**config.mk**
```make
export PLATFORM = sky130hd
export DESIGN_NAME = decode_stage_flat
export DESIGN_NICKNAME = d
export VERILOG_FILES = /design/src/rtl/decode_pkg.sv /design/src/rtl/decode_stage_if.sv /design/src/rtl/decode_stage_imm_gen.sv /design/src/rtl/decode_stage.sv /design/src/flat_wrapper.sv
export SDC_FILE = /design/constraint.sdc
export NUM_CORES = 1
export LEC_CHECK = 0
export BUFFER_PORTS_ARGS = -buffer_cell sky130_fd_sc_hd__buf_2
export CORE_MARGIN = 2
export CORE_UTILIZATION = 49
export CTS_CLUSTER_SIZE = 12
export DETAILED_ROUTE_END_ITERATION = 12
export PLACE_DENSITY = 0.8
export SYNTH_ARGS = -nofsm -noshare
export SYNTH_HDL_FRONTEND = slang
export SYNTH_SLANG_ARGS = --single-unit
```
**constraint.sdc**
```tcl
create_clock -name clk -period 2.4 [get_ports clk]
set_input_delay 0 -clock clk [delete_from_list [all_inputs] [get_ports clk]]
set_output_delay 0 -clock clk [all_outputs]
set_load 0.03 [all_outputs]
```
**src/rtl/decode_pkg.sv**
```systemverilog
// Shared decode definitions: RV base opcodes, ALU/result-source encodings,
// immediate formats and the registered control bundle.
package decode_pkg;

   localparam logic [6:0] OPC_OP     = 7'b0110011;
   localparam logic [6:0] OPC_OP_IMM = 7'b0010011;
   localparam logic [6:0] OPC_LOAD   = 7'b0000011;
   localparam logic [6:0] OPC_STORE  = 7'b0100011;
   localparam logic [6:0] OPC_BRANCH = 7'b1100011;
   localparam logic [6:0] OPC_JAL    = 7'b1101111;
   localparam logic [6:0] OPC_JALR   = 7'b1100111;
   localparam logic [6:0] OPC_LUI    = 7'b0110111;
   localparam logic [6:0] OPC_AUIPC  = 7'b0010111;
   localparam logic [6:0] OPC_SYSTEM = 7'b1110011;

   localparam logic [6:0] F7_MULDIV  = 7'b0000001;

   typedef enum logic [1:0] {
      ALU_ADD    = 2'b00,
      ALU_BRANCH = 2'b01,
      ALU_FUNCT  = 2'b10,
      ALU_PASS_B = 2'b11
   } alu_op_e;

   typedef enum logic [1:0] {
      RES_ALU = 2'b00,
      RES_MEM = 2'b01,
      RES_PC4 = 2'b10
   } result_src_e;

   typedef enum logic [2:0] {
      FMT_NONE,
      FMT_I,
      FMT_S,
      FMT_B,
      FMT_U,
      FMT_J
   } imm_fmt_e;

   typedef struct packed {
      logic        reg_write;
      logic        mem_write;
      logic        mem_read;
      logic        branch;
      logic        jump;
      logic        muldiv;
      logic        illegal;
      logic        alu_src_a;
      logic        alu_src_b;
      alu_op_e     alu_op;
      result_src_e result_src;
   } ctrl_t;

endpackage

```
**src/rtl/decode_stage_if.sv**
```systemverilog
// Fetch->decode->execute handshake bundle. slave = decode stage view,
// master = the surrounding pipeline (or bench) view.
interface decode_stage_if #(
   parameter int XLEN  = 32,
   parameter int CNT_W = 8
);
   logic             in_valid;
   logic             in_ready;
   logic [31:0]      in_instruction;
   logic [XLEN-1:0]  in_pc;
   logic             flush;
   logic             out_valid;
   logic             out_ready;
   logic [XLEN-1:0]  out_pc;
   logic [XLEN-1:0]  out_imm;
   logic [4:0]       out_rs1;
   logic [4:0]       out_rs2;
   logic [4:0]       out_rd;
   logic [2:0]       out_funct3;
   logic [6:0]       out_funct7;
   logic             out_reg_write;
   logic             out_mem_write;
   logic             out_mem_read;
   logic             out_branch;
   logic             out_jump;
   logic             out_muldiv;
   logic             out_illegal;
   logic             out_alu_src_a;
   logic             out_alu_src_b;
   logic [1:0]       out_alu_op;
   logic [1:0]       out_result_src;
   logic [CNT_W-1:0] out_illegal_count;

   modport slave (
      input  in_valid, in_instruction, in_pc, flush, out_ready,
      output in_ready, out_valid, out_pc, out_imm, out_rs1, out_rs2, out_rd,
             out_funct3, out_funct7, out_reg_write, out_mem_write, out_mem_read,
             out_branch, out_jump, out_muldiv, out_illegal, out_alu_src_a,
             out_alu_src_b, out_alu_op, out_result_src, out_illegal_count
   );

   modport master (
      output in_valid, in_instruction, in_pc, flush, out_ready,
      input  in_ready, out_valid, out_pc, out_imm, out_rs1, out_rs2, out_rd,
             out_funct3, out_funct7, out_reg_write, out_mem_write, out_mem_read,
             out_branch, out_jump, out_muldiv, out_illegal, out_alu_src_a,
             out_alu_src_b, out_alu_op, out_result_src, out_illegal_count
   );
endinterface

```
**src/rtl/decode_stage_imm_gen.sv**
```systemverilog
// imm_gen: combinational immediate builder. Takes instruction bits [31:7]
// (the opcode is not needed here) and the format chosen by the decoder.
module imm_gen
   import decode_pkg::*;
#(
   parameter int XLEN = 32
) (
   input  logic [31:7]     instr,
   input  imm_fmt_e        fmt,
   output logic [XLEN-1:0] imm
);

   logic signed [31:0] imm32;

   // Assemble the 32-bit immediate per format, then sign-extend to XLEN.
   always_comb begin
      imm32 = '0;
      case (fmt)
         FMT_I: imm32 = {{20{instr[31]}}, instr[31:20]};
         FMT_S: imm32 = {{20{instr[31]}}, instr[31:25], instr[11:7]};
         FMT_B: imm32 = {{19{instr[31]}}, instr[31], instr[7], instr[30:25], instr[11:8], 1'b0};
         FMT_U: imm32 = {instr[31:12], 12'b0};
         FMT_J: imm32 = {{11{instr[31]}}, instr[31], instr[19:12], instr[20], instr[30:21], 1'b0};
         default: imm32 = '0;
      endcase
      imm = XLEN'(imm32);
   end

endmodule

```
**src/rtl/decode_stage.sv**
```systemverilog
// decode_stage: registered RV32/RV64 instruction decode with valid/ready
// flow control, flush and a saturating illegal-instruction counter.
// Optional feature macro: DECODE_RV32M_EN (accept MUL/DIV R-type encodings).
module decode_stage
   import decode_pkg::*;
#(
   parameter int XLEN  = 32,
   parameter int CNT_W = 8
) (
   input logic           clk,
   input logic           rst_n,
   decode_stage_if.slave bus
);

   logic [6:0]       opcode;
   logic [6:0]       funct7;
   ctrl_t            ctrl_p0;
   imm_fmt_e         fmt_p0;
   logic [XLEN-1:0]  imm_p0;
   logic             accept;

   ctrl_t            ctrl_p1;
   logic [XLEN-1:0]  pc_p1;
   logic [XLEN-1:0]  imm_p1;
   logic [31:7]      instr_p1;
   logic             vld_p1;
   logic [CNT_W-1:0] cnt_p1;

   function automatic logic [CNT_W-1:0] sat_inc(input logic [CNT_W-1:0] v);
      return (&v) ? v : v + CNT_W'(1);
   endfunction

   assign opcode = bus.in_instruction[6:0];
   assign funct7 = bus.in_instruction[31:25];

   // Opcode -> control bundle and immediate format.
   always_comb begin
      ctrl_p0 = '0;
      fmt_p0  = FMT_NONE;
      case (opcode)
         OPC_OP: begin
            ctrl_p0.reg_write = 1'b1;
            ctrl_p0.alu_op    = ALU_FUNCT;
            if (funct7 == F7_MULDIV) begin
`ifdef DECODE_RV32M_EN
               ctrl_p0.muldiv  = 1'b1;
`else
               ctrl_p0         = '0;
               ctrl_p0.illegal = 1'b1;
`endif
            end
         end
         OPC_OP_IMM: begin
            ctrl_p0.reg_write = 1'b1;
            ctrl_p0.alu_src_b = 1'b1;
            ctrl_p0.alu_op    = ALU_FUNCT;
            fmt_p0            = FMT_I;
         end
         OPC_LOAD: begin
            ctrl_p0.reg_write  = 1'b1;
            ctrl_p0.mem_read   = 1'b1;
            ctrl_p0.alu_src_b  = 1'b1;
            ctrl_p0.result_src = RES_MEM;
            fmt_p0             = FMT_I;
         end
         OPC_STORE: begin
            ctrl_p0.mem_write = 1'b1;
            ctrl_p0.alu_src_b = 1'b1;
            fmt_p0            = FMT_S;
         end
         OPC_BRANCH: begin
            ctrl_p0.branch = 1'b1;
            ctrl_p0.alu_op = ALU_BRANCH;
            fmt_p0         = FMT_B;
         end
         OPC_JAL: begin
            ctrl_p0.reg_write  = 1'b1;
            ctrl_p0.jump       = 1'b1;
            ctrl_p0.alu_src_a  = 1'b1;
            ctrl_p0.alu_src_b  = 1'b1;
            ctrl_p0.result_src = RES_PC4;
            fmt_p0             = FMT_J;
         end
         OPC_JALR: begin
            ctrl_p0.reg_write  = 1'b1;
            ctrl_p0.jump       = 1'b1;
            ctrl_p0.alu_src_b  = 1'b1;
            ctrl_p0.result_src = RES_PC4;
            fmt_p0             = FMT_I;
         end
         OPC_LUI: begin
            ctrl_p0.reg_write = 1'b1;
            ctrl_p0.alu_src_b = 1'b1;
            ctrl_p0.alu_op    = ALU_PASS_B;
            fmt_p0            = FMT_U;
         end
         OPC_AUIPC: begin
            ctrl_p0.reg_write = 1'b1;
            ctrl_p0.alu_src_a = 1'b1;
            ctrl_p0.alu_src_b = 1'b1;
            fmt_p0            = FMT_U;
         end
         OPC_SYSTEM: ctrl_p0 = '0;
         default:    ctrl_p0.illegal = 1'b1;
      endcase
      // Writes to x0 are architecturally discarded; drop them here.
      if (bus.in_instruction[11:7] == 5'd0) ctrl_p0.reg_write = 1'b0;
   end

   imm_gen #(.XLEN(XLEN)) u_imm_gen (
      .instr (bus.in_instruction[31:7]),
      .fmt   (fmt_p0),
      .imm   (imm_p0)
   );

   assign bus.in_ready = !vld_p1 || bus.out_ready;
   assign accept       = bus.in_valid && bus.in_ready && !bus.flush;

   // p0 -> p1 output register; flush wins over accept, data held on stall.
   always_ff @(posedge clk or negedge rst_n) begin
      if (!rst_n) begin
         vld_p1   <= 1'b0;
         ctrl_p1  <= '0;
         pc_p1    <= '0;
         imm_p1   <= '0;
         instr_p1 <= '0;
         cnt_p1   <= '0;
      end else begin
         if (bus.flush)         vld_p1 <= 1'b0;
         else if (bus.in_ready) vld_p1 <= bus.in_valid;
         if (accept) begin
            ctrl_p1  <= ctrl_p0;
            pc_p1    <= bus.in_pc;
            imm_p1   <= imm_p0;
            instr_p1 <= bus.in_instruction[31:7];
            if (ctrl_p0.illegal) cnt_p1 <= sat_inc(cnt_p1);
         end
      end
   end

   assign bus.out_valid         = vld_p1;
   assign bus.out_pc            = pc_p1;
   assign bus.out_imm           = imm_p1;
   assign bus.out_rs1           = instr_p1[19:15];
   assign bus.out_rs2           = instr_p1[24:20];
   assign bus.out_rd            = instr_p1[11:7];
   assign bus.out_funct3        = instr_p1[14:12];
   assign bus.out_funct7        = instr_p1[31:25];
   assign bus.out_reg_write     = ctrl_p1.reg_write;
   assign bus.out_mem_write     = ctrl_p1.mem_write;
   assign bus.out_mem_read      = ctrl_p1.mem_read;
   assign bus.out_branch        = ctrl_p1.branch;
   assign bus.out_jump          = ctrl_p1.jump;
   assign bus.out_muldiv        = ctrl_p1.muldiv;
   assign bus.out_illegal       = ctrl_p1.illegal;
   assign bus.out_alu_src_a     = ctrl_p1.alu_src_a;
   assign bus.out_alu_src_b     = ctrl_p1.alu_src_b;
   assign bus.out_alu_op        = ctrl_p1.alu_op;
   assign bus.out_result_src    = ctrl_p1.result_src;
   assign bus.out_illegal_count = cnt_p1;

endmodule
```
**src/flat_wrapper.sv**
```systemverilog
// flat-port wrapper written by rule: the top's interface ports become plain ports
module decode_stage_flat import decode_pkg::*;
#(
   parameter int XLEN  = 32,
   parameter int CNT_W = 8
)
  (clk, rst_n, bus_in_valid, bus_in_instruction, bus_in_pc, bus_flush, bus_out_ready, bus_in_ready, bus_out_valid, bus_out_pc, bus_out_imm, bus_out_rs1, bus_out_rs2, bus_out_rd, bus_out_funct3, bus_out_funct7, bus_out_reg_write, bus_out_mem_write, bus_out_mem_read, bus_out_branch, bus_out_jump, bus_out_muldiv, bus_out_illegal, bus_out_alu_src_a, bus_out_alu_src_b, bus_out_alu_op, bus_out_result_src, bus_out_illegal_count);
  decode_stage_if #(.XLEN(XLEN), .CNT_W(CNT_W)) bus_i ();
  input logic clk;
  input logic rst_n;
  input wire logic [$bits(bus_i.in_valid)-1:0] bus_in_valid;
  input wire logic [$bits(bus_i.in_instruction)-1:0] bus_in_instruction;
  input wire logic [$bits(bus_i.in_pc)-1:0] bus_in_pc;
  input wire logic [$bits(bus_i.flush)-1:0] bus_flush;
  input wire logic [$bits(bus_i.out_ready)-1:0] bus_out_ready;
  output wire logic [$bits(bus_i.in_ready)-1:0] bus_in_ready;
  output wire logic [$bits(bus_i.out_valid)-1:0] bus_out_valid;
  output wire logic [$bits(bus_i.out_pc)-1:0] bus_out_pc;
  output wire logic [$bits(bus_i.out_imm)-1:0] bus_out_imm;
  output wire logic [$bits(bus_i.out_rs1)-1:0] bus_out_rs1;
  output wire logic [$bits(bus_i.out_rs2)-1:0] bus_out_rs2;
  output wire logic [$bits(bus_i.out_rd)-1:0] bus_out_rd;
  output wire logic [$bits(bus_i.out_funct3)-1:0] bus_out_funct3;
  output wire logic [$bits(bus_i.out_funct7)-1:0] bus_out_funct7;
  output wire logic [$bits(bus_i.out_reg_write)-1:0] bus_out_reg_write;
  output wire logic [$bits(bus_i.out_mem_write)-1:0] bus_out_mem_write;
  output wire logic [$bits(bus_i.out_mem_read)-1:0] bus_out_mem_read;
  output wire logic [$bits(bus_i.out_branch)-1:0] bus_out_branch;
  output wire logic [$bits(bus_i.out_jump)-1:0] bus_out_jump;
  output wire logic [$bits(bus_i.out_muldiv)-1:0] bus_out_muldiv;
  output wire logic [$bits(bus_i.out_illegal)-1:0] bus_out_illegal;
  output wire logic [$bits(bus_i.out_alu_src_a)-1:0] bus_out_alu_src_a;
  output wire logic [$bits(bus_i.out_alu_src_b)-1:0] bus_out_alu_src_b;
  output wire logic [$bits(bus_i.out_alu_op)-1:0] bus_out_alu_op;
  output wire logic [$bits(bus_i.out_result_src)-1:0] bus_out_result_src;
  output wire logic [$bits(bus_i.out_illegal_count)-1:0] bus_out_illegal_count;
  assign bus_i.in_valid = bus_in_valid;
  assign bus_i.in_instruction = bus_in_instruction;
  assign bus_i.in_pc = bus_in_pc;
  assign bus_i.flush = bus_flush;
  assign bus_i.out_ready = bus_out_ready;
  assign bus_in_ready = bus_i.in_ready;
  assign bus_out_valid = bus_i.out_valid;
  assign bus_out_pc = bus_i.out_pc;
  assign bus_out_imm = bus_i.out_imm;
  assign bus_out_rs1 = bus_i.out_rs1;
  assign bus_out_rs2 = bus_i.out_rs2;
  assign bus_out_rd = bus_i.out_rd;
  assign bus_out_funct3 = bus_i.out_funct3;
  assign bus_out_funct7 = bus_i.out_funct7;
  assign bus_out_reg_write = bus_i.out_reg_write;
  assign bus_out_mem_write = bus_i.out_mem_write;
  assign bus_out_mem_read = bus_i.out_mem_read;
  assign bus_out_branch = bus_i.out_branch;
  assign bus_out_jump = bus_i.out_jump;
  assign bus_out_muldiv = bus_i.out_muldiv;
  assign bus_out_illegal = bus_i.out_illegal;
  assign bus_out_alu_src_a = bus_i.out_alu_src_a;
  assign bus_out_alu_src_b = bus_i.out_alu_src_b;
  assign bus_out_alu_op = bus_i.out_alu_op;
  assign bus_out_result_src = bus_i.out_result_src;
  assign bus_out_illegal_count = bus_i.out_illegal_count;
  decode_stage #(.XLEN(XLEN), .CNT_W(CNT_W)) u_core (.clk(clk), .rst_n(rst_n), .bus(bus_i));
endmodule
```
==> summary.txt, run 1 <==
Setup path
  • Critical path capture point type: flop
  • Buf/Inv on CP: 1
  • Worst reg-to-reg setup slack: 330 ps
  • Max FO, Critical Path: 5
  • Slowest CP cell: a311o_1
  • CP Depth: 6
  • WP data required: 2650 ps
  • Cells on worst reg2reg path: 6
  • Worst path cell trace: nor2b_4 > inv_2 > nand3b_1 > a311o_1 > or3_4 > mux2_4
  • Critical Path Max Stage Delay: 440 ps
  • Critical Path AT: 2310 ps
  • Worst r2r src: u_core.bus.out_valid
  • CP startpoint kind: flop
  • R2R Path End: u_core.bus.out_illegal_count[1]
  • CP top delay family: simple AND/OR/NAND/NOR gates
  • Critical path type: reg2reg

Yosys
  • Synthesized flop and latch total: 110
  • Average size of a mapped cell: 9.53 um^2
  • Area contributors post-synth: dfrtp_1 (58%), nand2_1 (16%), nor2_1 (2.5%)
  • Yosys cell types: 61
  • Post-Syn Nets: 568
  • Post-synth EDFFs: 0
  • Primary FF master, synth: dfrtp_1
  • Synth Warn #: 0
  • Fraction of registers with async set/reset: 1.00
  • Top cell type's share of synthesized area: 0.580
  • Post-Syn Area: 0.00475 mm^2
  • Mapped Cells: 498
  • Register area share after synthesis: 0.580
  • Largest area contributor in the netlist: dfrtp_1

Clock tree
  • CTS tree: built
  • Clk pin slew, worst setup/hold paths: 110 ps
  • Total setup buffers inserted after CTS: 0
  • Total CTS buffers: 9
  • H-tree depth: 3
  • CTS root buf: clkbuf_8
  • Clock Path Buffers: 2
  • Clock Latency Late Sink: 360 ps
  • CTS sink cnt: 110

GRT
  • All-Layer GR Usage: 0.256
  • Largest net degree at the start of global routing: 98
  • Gr ovfl total: 0
  • Global-route wire length before repair: 21.3 mm
  • Initial antenna violation count: 0
  • Vias in the first global route: 4,428

Placement
  • Post-DP HPWL: 8.89 mm
  • Number of port buffers: 179
  • Gpl congestion: 0.933
  • Placement-stage worst setup slack: 349 ps
  • Placed insts: 785
  • Placed cell area: 0.00577 mm^2

STA
  • Endpoints failing hold: 0
  • Setup TNS: 0 ps
  • Clk_skew: 13.9 ps
  • Min setup slack post-route: 333 ps
  • Unrepaired setup endpoints after global routing: false
  • F_max: 0.484 GHz
  • Final setup vio count: 0
  • Pins over their slew limit: 0
  • Slew @ Worst Pin: 894 ps
  • Tmin final: 2070 ps
  • Final period util: 0.861
  • Slew headroom: 0.404
  • Hold Worst Slack: 35.3 ps

Final layout
  • Final nets: 797
  • Share of cells above drive strength 1: 0.301
  • Final instance area: 0.00654 mm^2
  • Antenna fix cells: 0
  • Area growth syn-to-layout: 37.8%
  • Finished Layout Cells: 860
  • Layout Utilization: 0.702

Worst hold path
  • Hold path startpoint: bus_in_instruction[3]
  • Hold EP: u_core.bus.out_alu_op[0]
  • Hold path cells: 3
  • Worst hold path type: in2reg

Floorplan
  • Die X: 102 um
  • Chip Height: 102 um
  • # rows: 35
  • Core area: 0.00933 mm^2
  • Initial Util: 0.509
  • Die area: 0.0105 mm^2
  • IO Count: 181

Detailed routing
  • Final wirelength: 13.6 mm
  • Drt pass-1 iters: 5
  • Via count: 4,448
  • Final ANT Viol Nets: 0
  • Initial DRC count: 224
  • Drt drc: 0
  • Vias per cell: 5.17
  • WL/cell: 15.8 um

Outcome
  • Status: completed

Power
  • Leak: 3.44 nW
  • Total power: 4.72 mW
  • PwrDens: 721 mW/mm^2
  • VDD IR max: 0.547 mV

Run
  • Max cap viols: 0
worst max-delay path by stage:
stage,to,from
2_1_floorplan,u_core.bus.out_illegal_count[1],u_core.bus.out_valid
3_3_place_gp,u_core.bus.out_illegal_count[1],u_core.bus.out_valid
3_5_place_dp,u_core.bus.out_illegal_count[1],u_core.bus.out_valid
4_1_cts,u_core.bus.out_illegal_count[1],u_core.bus.out_valid
5_1_grt,u_core.bus.out_illegal_count[6],u_core.bus.out_valid
6_report,u_core.bus.out_illegal_count[1],u_core.bus.out_valid
placed cells by master (no fill, tap or decap), types with 4 or more instances in the layout:
cell type,netlist,final
nor2_1,32,32
buf_4,1,7
buf_2,4,178
a221o_1,7,7
a221oi_1,4,4
nand3b_1,5,5
dlygate4sd3_1,0,60
nand3_1,8,8
a22o_1,8,8
nor3_1,6,6
dfrtp_1,110,110
o21ai_0,7,7
nand2_1,199,199
a31oi_1,11,11
o31ai_1,5,5
a21oi_1,6,6
clkbuf_8,0,9
cell families after synthesis:
logic type	count (synthesis)	share of synthesized area
fa+ha+maj	1	0.00263
xor+xnor	8	0.0179
flops	110	0.580
mux	3	0.00764
compound gates	65	0.102
other cells	1	0.000790
buf+inv	31	0.0295
simple gates	279	0.260
synth_stat cells (all sizes together) (4+ instances only):
library cell,n
nand2,199
dfrtp,110
nor2,32
buf,15
clkbuf,14
a31oi,11
o21ai,10
a22o,8
nand3,8
a221o,7
nor3,7
a21oi,6
nand3b,5
o31ai,5
a21o,4
a221oi,4
nor3b,4
xnor2,4
xor2,4
power breakdown:
group	switching (mW)	total, mW	internal, mW	leakage (nW)
combinational	0.956	1.42	0.465	1.96
sequential	0.176	2.27	2.10	1.39
clock	0.635	1.03	0.391	0.0818
what timing repair did:
action                                 in CTS  in global routing
resized for setup                           0                  0
hold buffers                               60                  0
endpoints found under the hold margin     158                  0
state kept, by name (all words and copies together), names as in the netlist:
signal                        cells
u_core.bus.out_alu_op             2
u_core.bus.out_imm               32
u_core.bus.out_mem_write          1
u_core.bus.out_branch             1
u_core.bus.out_pc                32
u_core.bus.out_illegal            1
u_core.bus.out_illegal_count      8
u_core.bus.out_result_src         2
u_core.bus.out_mem_read           1
u_core.bus.out_valid              1
u_core.bus.out_alu_src_b          1
u_core.instr_p1                  25
u_core.bus.out_jump               1
u_core.bus.out_reg_write          1
u_core.bus.out_alu_src_a          1
routing by layer:
layer / share of wire / track usage
met3: 0.084 / 0.0752
met2: 0.49 / 0.412
met4: 0.021 / 0.101
met1: 0.40 / 0.328
met5: 0 / 0
layout make-up:
type / count / area [um^2]
Clock buffer: 9 / 124
Clock inverter: 6 / 53.8
Fill cell: 705 / 2780
Inverter: 2 / 7.51
Multi-Input combinational cell: 357 / 1860
Sequential cell: 110 / 2750
Tap cell: 129 / 161
Timing Repair Buffer: 247 / 1580
worst min-delay path, delay by kind of cell:
kind                   cells  cell delay [ps]
AO/OA/AOI/OAI              1               60
buffers and inverters      1              160
AND/OR/NAND/NOR            1              120
No activity file was read; power rests on OpenSTA's default activity.
==> run 2: changes to the inputs <==
--- a/config.mk
+++ b/config.mk
@@ -10,6 +10,7 @@
 export CORE_UTILIZATION = 49
 export CTS_CLUSTER_SIZE = 12
 export DETAILED_ROUTE_END_ITERATION = 12
+export HOLD_SLACK_MARGIN = 0.08
 export PLACE_DENSITY = 0.8
 export SYNTH_ARGS = -nofsm -noshare
 export SYNTH_HDL_FRONTEND = slang
==> run 2 against run 1 <==
  * Hold slack improved by 150 ps
  * Via count increased by 2.1%
  * Fmax decreased by 3.6%
  * Sequential power about the same
  * Final cell count is 0.70% higher
  * Sequential cell count did not move
  * Clock power about the same
  * Critical path type is now in2reg
  * Critical endpoint is now u_core.bus.out_imm[14]
==> summary.txt, run 2 (synthesized netlist as in run 1, its figures left out) <==
Outcome
  • Status: completed

Clock tree
  • CTS tree: built
  • Gates resized, CTS repair: 0 (unchanged)
  • H-tree depth: 3 (unchanged)
  • CTS sink cnt: 110 (unchanged)
  • Total CTS buffers: 9 (unchanged)
  • Total setup buffers inserted after CTS: 0 (unchanged)
  • Clock Path Buffers: 2 (unchanged)
  • CTS root buf: clkbuf_8
  • Clk pin slew, worst setup/hold paths: 110 ps (about the same)
  • Clock Latency Late Sink: 350 ps (about the same)

Run
  • Max cap viols: 0 (unchanged)

STA
  • Slew headroom: 0.399 (-0.00460)
  • Min setup slack post-route: 255 ps (-78.0 ps)
  • Endpoints failing hold: 0 (unchanged)
  • Final period util: 0.894 (+0.0325)
  • Setup TNS: 0 ps (unchanged)
  • Unrepaired setup endpoints after global routing: false
  • Tmin final: 2150 ps (+78.0 ps)
  • Clk_skew: 15.2 ps (+1.31 ps)
  • F_max: 0.466 GHz (-3.6%)
  • Slew @ Worst Pin: 901 ps (+6.90 ps)
  • Pins over their slew limit: 0 (unchanged)
  • Final setup vio count: 0 (unchanged)

Floorplan
  • Chip Height: 102 um (unchanged)
  • Initial Util: 0.509 (unchanged)
  • IO Count: 181 (unchanged)
  • Core area: 0.00933 mm^2 (unchanged)
  • Die area: 0.0105 mm^2 (unchanged)
  • # rows: 35 (unchanged)
  • Die X: 102 um (unchanged)

Detailed routing
  • Drt pass-1 iters: 7 (+2)
  • WL/cell: 16.0 um (+1.1%)
  • Final wirelength: 13.8 mm (+1.8%)
  • Initial DRC count: 248 (+11%)
  • Final ANT Viol Nets: 0 (unchanged)
  • Via count: 4,540 (+2.1%)
  • Drt drc: 0 (unchanged)
  • Vias per cell: 5.24 (+1.4%)

Setup path
  • Critical path capture point type: flop
  • Worst r2r src: u_core.bus.out_valid
  • Worst path cell trace: dlygate4sd3_1 > buf_2 > or3b_4 > a21bo_1 > a211oi_4 > nor3b_4 > a221o_1
  • Critical Path Max Stage Delay: 540 ps (+100 ps)
  • Max FO, Critical Path: 16 (+11)
  • WP data required: 2680 ps (+30 ps)
  • R2R Path End: u_core.bus.out_illegal_count[1]
  • Critical Path AT: 2430 ps (+120 ps)
  • Slowest CP cell: dlygate4sd3_1
  • Critical path type: in2reg
  • Cells on worst reg2reg path: 6 (unchanged)
  • Worst reg-to-reg setup slack: 330 ps (about the same)
  • Worst setup startpoint: bus_in_instruction[6]
  • CP startpoint kind: primary input

Final layout
  • Share of cells above drive strength 1: 0.299 (-0.00245)
  • Layout Utilization: 0.708 (+0.00644)
  • Antenna fix cells: 0 (unchanged)
  • Area growth syn-to-layout: 39.1%
  • Final nets: 803 (+0.75%)
  • Most frequent cells in the layout: nand2_1 (199), buf_2 (178), dfrtp_1 (110)
  • Commonest non-fill, non-tap cell in the layout: nand2_1

Placement
  • Number of port buffers: 179 (unchanged)
  • Placement-stage worst setup slack: 349 ps (unchanged)
  • Gpl congestion: 0.933 (unchanged)
  • Post-DP HPWL: 8.89 mm (unchanged)

GRT
  • All-Layer GR Usage: 0.259 (+0.00277)
  • Global-route wire length before repair: 21.5 mm (+1.0%)
  • Initial antenna violation count: 0 (unchanged)
  • Vias in the first global route: 4,474 (+1.0%)
  • Gr ovfl total: 0 (unchanged)
  • Largest net degree at the start of global routing: 98 (unchanged)

Worst hold path
  • Worst hold path type: in2reg
  • Hold path startpoint: bus_in_instruction[4]
  • Hold EP: u_core.bus.out_mem_read
  • Hold path cells: 3 (unchanged)

Power
  • VDD IR max: 0.549 mV (+0.27%)
  • PwrDens: 716 mW/mm^2 (-0.71%)
  • Leak: 3.46 nW (+0.66%)
==> run 2: changes by cell type in the layout (fill, tap and decap cells not counted) <==
cell	delta
dlygate4sd3_1	+6
==> run 2: layout make-up <==
class,count,area [um^2]
well taps,129,161
clock buffers,9,124
multi-input cells,357,1860
clock inverters,6,53.8
inverters,2,7.51
repair buffers,253,1640
fillers,693,2720
flip-flops and latches,110,2750
==> run 2: critical path, delay by kind of cell <==
kind	cells	cell delay, ps
AOI/OAI and AO/OA	3	800
buffers and inverters	2	760
and+or+nand+nor	2	860
==> run 2: repair_timing <==
action                     CTS  global route
setup endpoints to repair    0             0
hold buffers                66             0
hold endpoints to repair   165             0
==> run 2: through the flow <==
stage               total power, mW  hold WS, ps  std cells  instance area (um^2)
global placement               3.60          170        785                  5770
floorplan                      3.16         -296        498                  4750
CTS                            4.76          159        866                  6600
finish                         4.73          183        866                  6600
global route                   4.97          197        866                  6600
detailed placement             3.64          185        785                  5770
==> run 2: worst max path at each step <==
stage               cells after the start                               to
CTS                                     7           u_core.bus.out_imm[18]
global placement                        6  u_core.bus.out_illegal_count[1]
detailed placement                      6  u_core.bus.out_illegal_count[1]
finish                                  7           u_core.bus.out_imm[14]
global route                            7           u_core.bus.out_imm[14]
floorplan                               8  u_core.bus.out_illegal_count[1]
==> run 2: per-layer routing <==
metal	global-route usage	up-vias	share of wire
li1	-	2123	-
met1	0.328	2161	0.40
met2	0.423	230	0.49
met3	0.0739	26	0.094
met4	0.0985	0	0.019
met5	0	-	0
==> run 2: where the power goes <==
part	switching, mW	leakage [nW]	total, mW	internal [mW]
registers	0.176	1.39	2.27	2.10
clock network	0.635	0.0818	1.03	0.391
logic	0.959	1.98	1.43	0.471
total	1.77	3.46	4.73	2.96
==> run 3: changes to the inputs <==
--- a/config.mk
+++ b/config.mk
@@ -14,4 +14,5 @@
 export PLACE_DENSITY = 0.8
 export SYNTH_ARGS = -nofsm -noshare
 export SYNTH_HDL_FRONTEND = slang
+export SYNTH_HIERARCHICAL = 1
 export SYNTH_SLANG_ARGS = --single-unit
==> run 3 against run 2 <==
  * Area after synthesis increased by 1.5%
  * Sequential share of layout area fell by 1.0 points
  * Sequential cell count is 1 lower
  * Wire length rose by 4.9%
==> summary.txt, run 3 <==
STA
  • F_max: 0.428 GHz (-8.2%)
  • Endpoints failing hold: 0 (unchanged)
  • Clk_skew: 13.8 ps (-1.34 ps)
  • Slew @ Worst Pin: 677 ps (-224 ps)
  • Min setup slack post-route: 63.6 ps (-191 ps)
  • Tmin final: 2340 ps (+191 ps)
  • Unrepaired setup endpoints after global routing: false
  • Slew headroom: 0.548 (+0.149)
  • Final period util: 0.973 (+0.0796)
  • Setup TNS: 0 ps (unchanged)
  • Pins over their slew limit: 0 (unchanged)
  • Final setup vio count: 0 (unchanged)

GRT
  • Initial antenna violation count: 0 (unchanged)
  • Largest net degree at the start of global routing: 104 (+6.1%)
  • Gr ovfl total: 0 (unchanged)
  • Vias in the first global route: 4,701 (+5.1%)
  • Global-route wire length before repair: 22.6 mm (+5.0%)
  • Busiest grt layer: met2
  • Met1 global-route usage: 0.338 (+0.0102)
  • Met3 GRT Util: 0.0617 (-0.0122)
  • All-Layer GR Usage: 0.273 (+0.0141)
  • Global Route met2 Usage: 0.469 (+0.0452)

Final layout
  • Antenna fix cells: 0 (unchanged)
  • Commonest non-fill, non-tap cell in the layout: nand2_1
  • Most frequent cells in the layout: nand2_1 (298), buf_2 (178), dfrtp_1 (109)
  • Seq. cell area: 0.00273 mm^2 (-0.91%)
  • Filler cells: 769 (+11%)
  • Area growth syn-to-layout: 39.2%
  • Final nets: 862 (+7.3%)
  • Share of cells above drive strength 1: 0.280 (-0.0187)
  • Multi-input logic area: 0.00195 mm^2 (+4.7%)

Floorplan
  • IO Count: 181 (unchanged)
  • Core area: 0.00964 mm^2 (+3.3%)
  • # rows: 36 (+2.9%)
  • Die X: 103 um (+0.71%)
  • Die area: 0.0106 mm^2 (+1.4%)
  • Initial Util: 0.500 (-0.00918)
  • Chip Height: 103 um (+0.71%)

Yosys
  • Synth Area in XOR/XNOR: 0.0127 (-0.00519)
  • Compound-Gate Fraction of Synth Area: 0.0673 (-0.0347)
  • Most frequent cells after synthesis: nand2_1 (298), dfrtp_1 (109), clkbuf_1 (17)
  • Post-Syn Nets: 623 (+9.7%)
  • Post-Synth Simple-Gate Area: 0.315 (+0.0549)
  • Average size of a mapped cell: 8.71 um^2 (-8.6%)
  • Area contributors post-synth: dfrtp_1 (57%), nand2_1 (23%), a21o_1 (1.6%)
  • Post-synth EDFFs: 0 (unchanged)
  • Largest area contributor in the netlist: dfrtp_1
  • Primary FF master, synth: dfrtp_1
  • Largest family of logic cells by synthesized area: simple AND/OR/NAND/NOR gates
  • Yosys cell types: 56 (-8.2%)
  • Top cell type's share of synthesized area: 0.566 (-0.0136)
  • Fraction of registers with async set/reset: 1.00 (unchanged)
  • Top-count cell post-synth: nand2_1
  • Synth Warn #: 6 (+6)
  • Register area share after synthesis: 0.566 (-0.0136)
  • Synthesized flop and latch total: 109 (-0.91%)
  • Mux contribution to synthesized area: 0.00234 (-0.00530)
  • Mapped Cells: 553 (+11%)
  • Post-Syn Area: 0.00482 mm^2 (+1.5%)
  • Synth Area in Adders: 0.00260 (-0.0000383)

Clock tree
  • CTS sink cnt: 109 (-0.91%)
  • Clock Path Buffers: 2 (unchanged)
  • CTS root buf: clkbuf_8
  • Clk pin slew, worst setup/hold paths: 100 ps (about the same)
  • Clock Latency Late Sink: 360 ps (about the same)
  • Total CTS buffers: 9 (unchanged)
  • Total setup buffers inserted after CTS: 0 (unchanged)
  • CTS tree: built
  • H-tree depth: 3 (unchanged)

Power
  • PwrDens: 674 mW/mm^2 (-5.9%)
  • VDD IR max: 0.390 mV (-29%)
  • Leak: 3.79 nW (+9.5%)
  • Total power: 4.52 mW (-4.4%)

Placement
  • Gpl congestion: 0.862 (-7.6%)
  • Placement-stage worst setup slack: 288 ps (-60.8 ps)
  • Post-DP HPWL: 9.36 mm (+5.2%)
  • Number of port buffers: 179 (unchanged)

Setup path
  • WP data required: 2700 ps (+20 ps)
  • CP top delay family: buffers and inverters
  • Critical path type: in2reg
  • Max FO, Critical Path: 9 (-7)
  • Cell mode on critical path: dlygate4sd3_1
  • Slowest CP cell: dlygate4sd3_1
  • Critical path capture point type: flop
  • Critical Path AT: 2630 ps (+200 ps)
  • CP startpoint kind: primary input
  • Critical Path Max Stage Delay: 570 ps (+30 ps)
  • Buf/Inv on CP: 4 (+2)
  • Worst path cell trace: dlygate4sd3_1 > buf_2 > or4_4 > dlygate4sd3_1 > o31ai_1 > dlygate4sd3_1

Detailed routing
  • WL/cell: 15.6 um (-2.4%)
  • Via count: 4,665 (+2.8%)
  • Initial DRC count: 341 (+38%)
  • Final ANT Viol Nets: 0 (unchanged)
  • Drt drc: 0 (unchanged)
  • Drt pass-1 iters: 5 (-2)
  • Final wirelength: 14.5 mm (+4.9%)
  • Vias per cell: 5.02 (-4.3%)

Outcome
  • Status: completed

Run
  • Max cap viols: 0 (unchanged)

Worst hold path
  • Worst hold path type: in2reg
==> run 3: repair_timing <==
| item | CTS | global route |
|---|---|---|
| hold endpoints to repair | 148 | 0 |
| resized for setup | 0 | 1 |
| hold buffers | 67 | 0 |
| endpoints found under the setup margin | 0 | 10 |
==> run 3: area by class of cell <==
| class | instances | share of cell area |
|---|---|---|
| clock buffers | 12 | 0.0231 |
| multi-input cells | 412 | 0.290 |
| flip-flops and latches | 109 | 0.407 |
| clock inverters | 4 | 0.00485 |
| well taps | 133 | 0.0248 |
| repair buffers | 258 | 0.249 |
| inverters | 2 | 0.00112 |
==> run 3: report_power, final <==
part	total (mW)	switching, mW	internal [mW]
clock	1.05	0.606	0.440
combinational	1.27	0.859	0.415
sequential	2.20	0.149	2.05
==> run 3: metrics by stage <==
step / util / instance area, um^2 / std cells / hold WS, ps
final: 0.696 / 6710 / 930 / 114
after global routing: 0.696 / 6710 / 930 / 142
after CTS: 0.696 / 6710 / 930 / 89.0
after detailed placement: 0.607 / 5850 / 847 / 86.0
after global placement: 0.607 / 5850 / 847 / 77.8
after floorplan: - / 4820 / 553 / -296
==> run 3: logic make-up after synthesis <==
| kind of cell | after synthesis |
|---|---|
| fa+ha+maj | 1 |
| mux | 1 |
| simple gates | 354 |
| flops | 109 |
| xor+xnor | 7 |
| compound gates | 48 |
| buf+inv | 32 |
| other cells | 1 |
==> run 3: worst paths after layout <==
path	start	end	slack (ps)	cells past startpoint
max	bus_in_instruction[6]	u_core/bus.out_mem_write	60	6
min	bus_in_instruction[3]	u_core/bus.out_alu_src_a	110	3
max reg2reg	u_core/bus.out_valid	u_core/bus.out_mem_write	150	7
min reg2reg	u_core/bus.out_pc[24]	u_core/bus.out_pc[24]	480	2
max in group asynchronous	rst_n	u_core/bus.out_pc[12]	1310	3
min in group asynchronous	rst_n	u_core/bus.out_illegal_count[5]	220	2
==> run 3: tightest hold or removal path, cell delays in order <==
cell,delay (ps)
buf_2,170
a21oi_1,110
o21ai_0,150
==> run 3: layer usage <==
metal,vias to the layer above,part of all wire
li1,2223,-
met2,217,0.49
met3,27,0.081
met4,0,0.019
met1,2198,0.41
met5,-,0
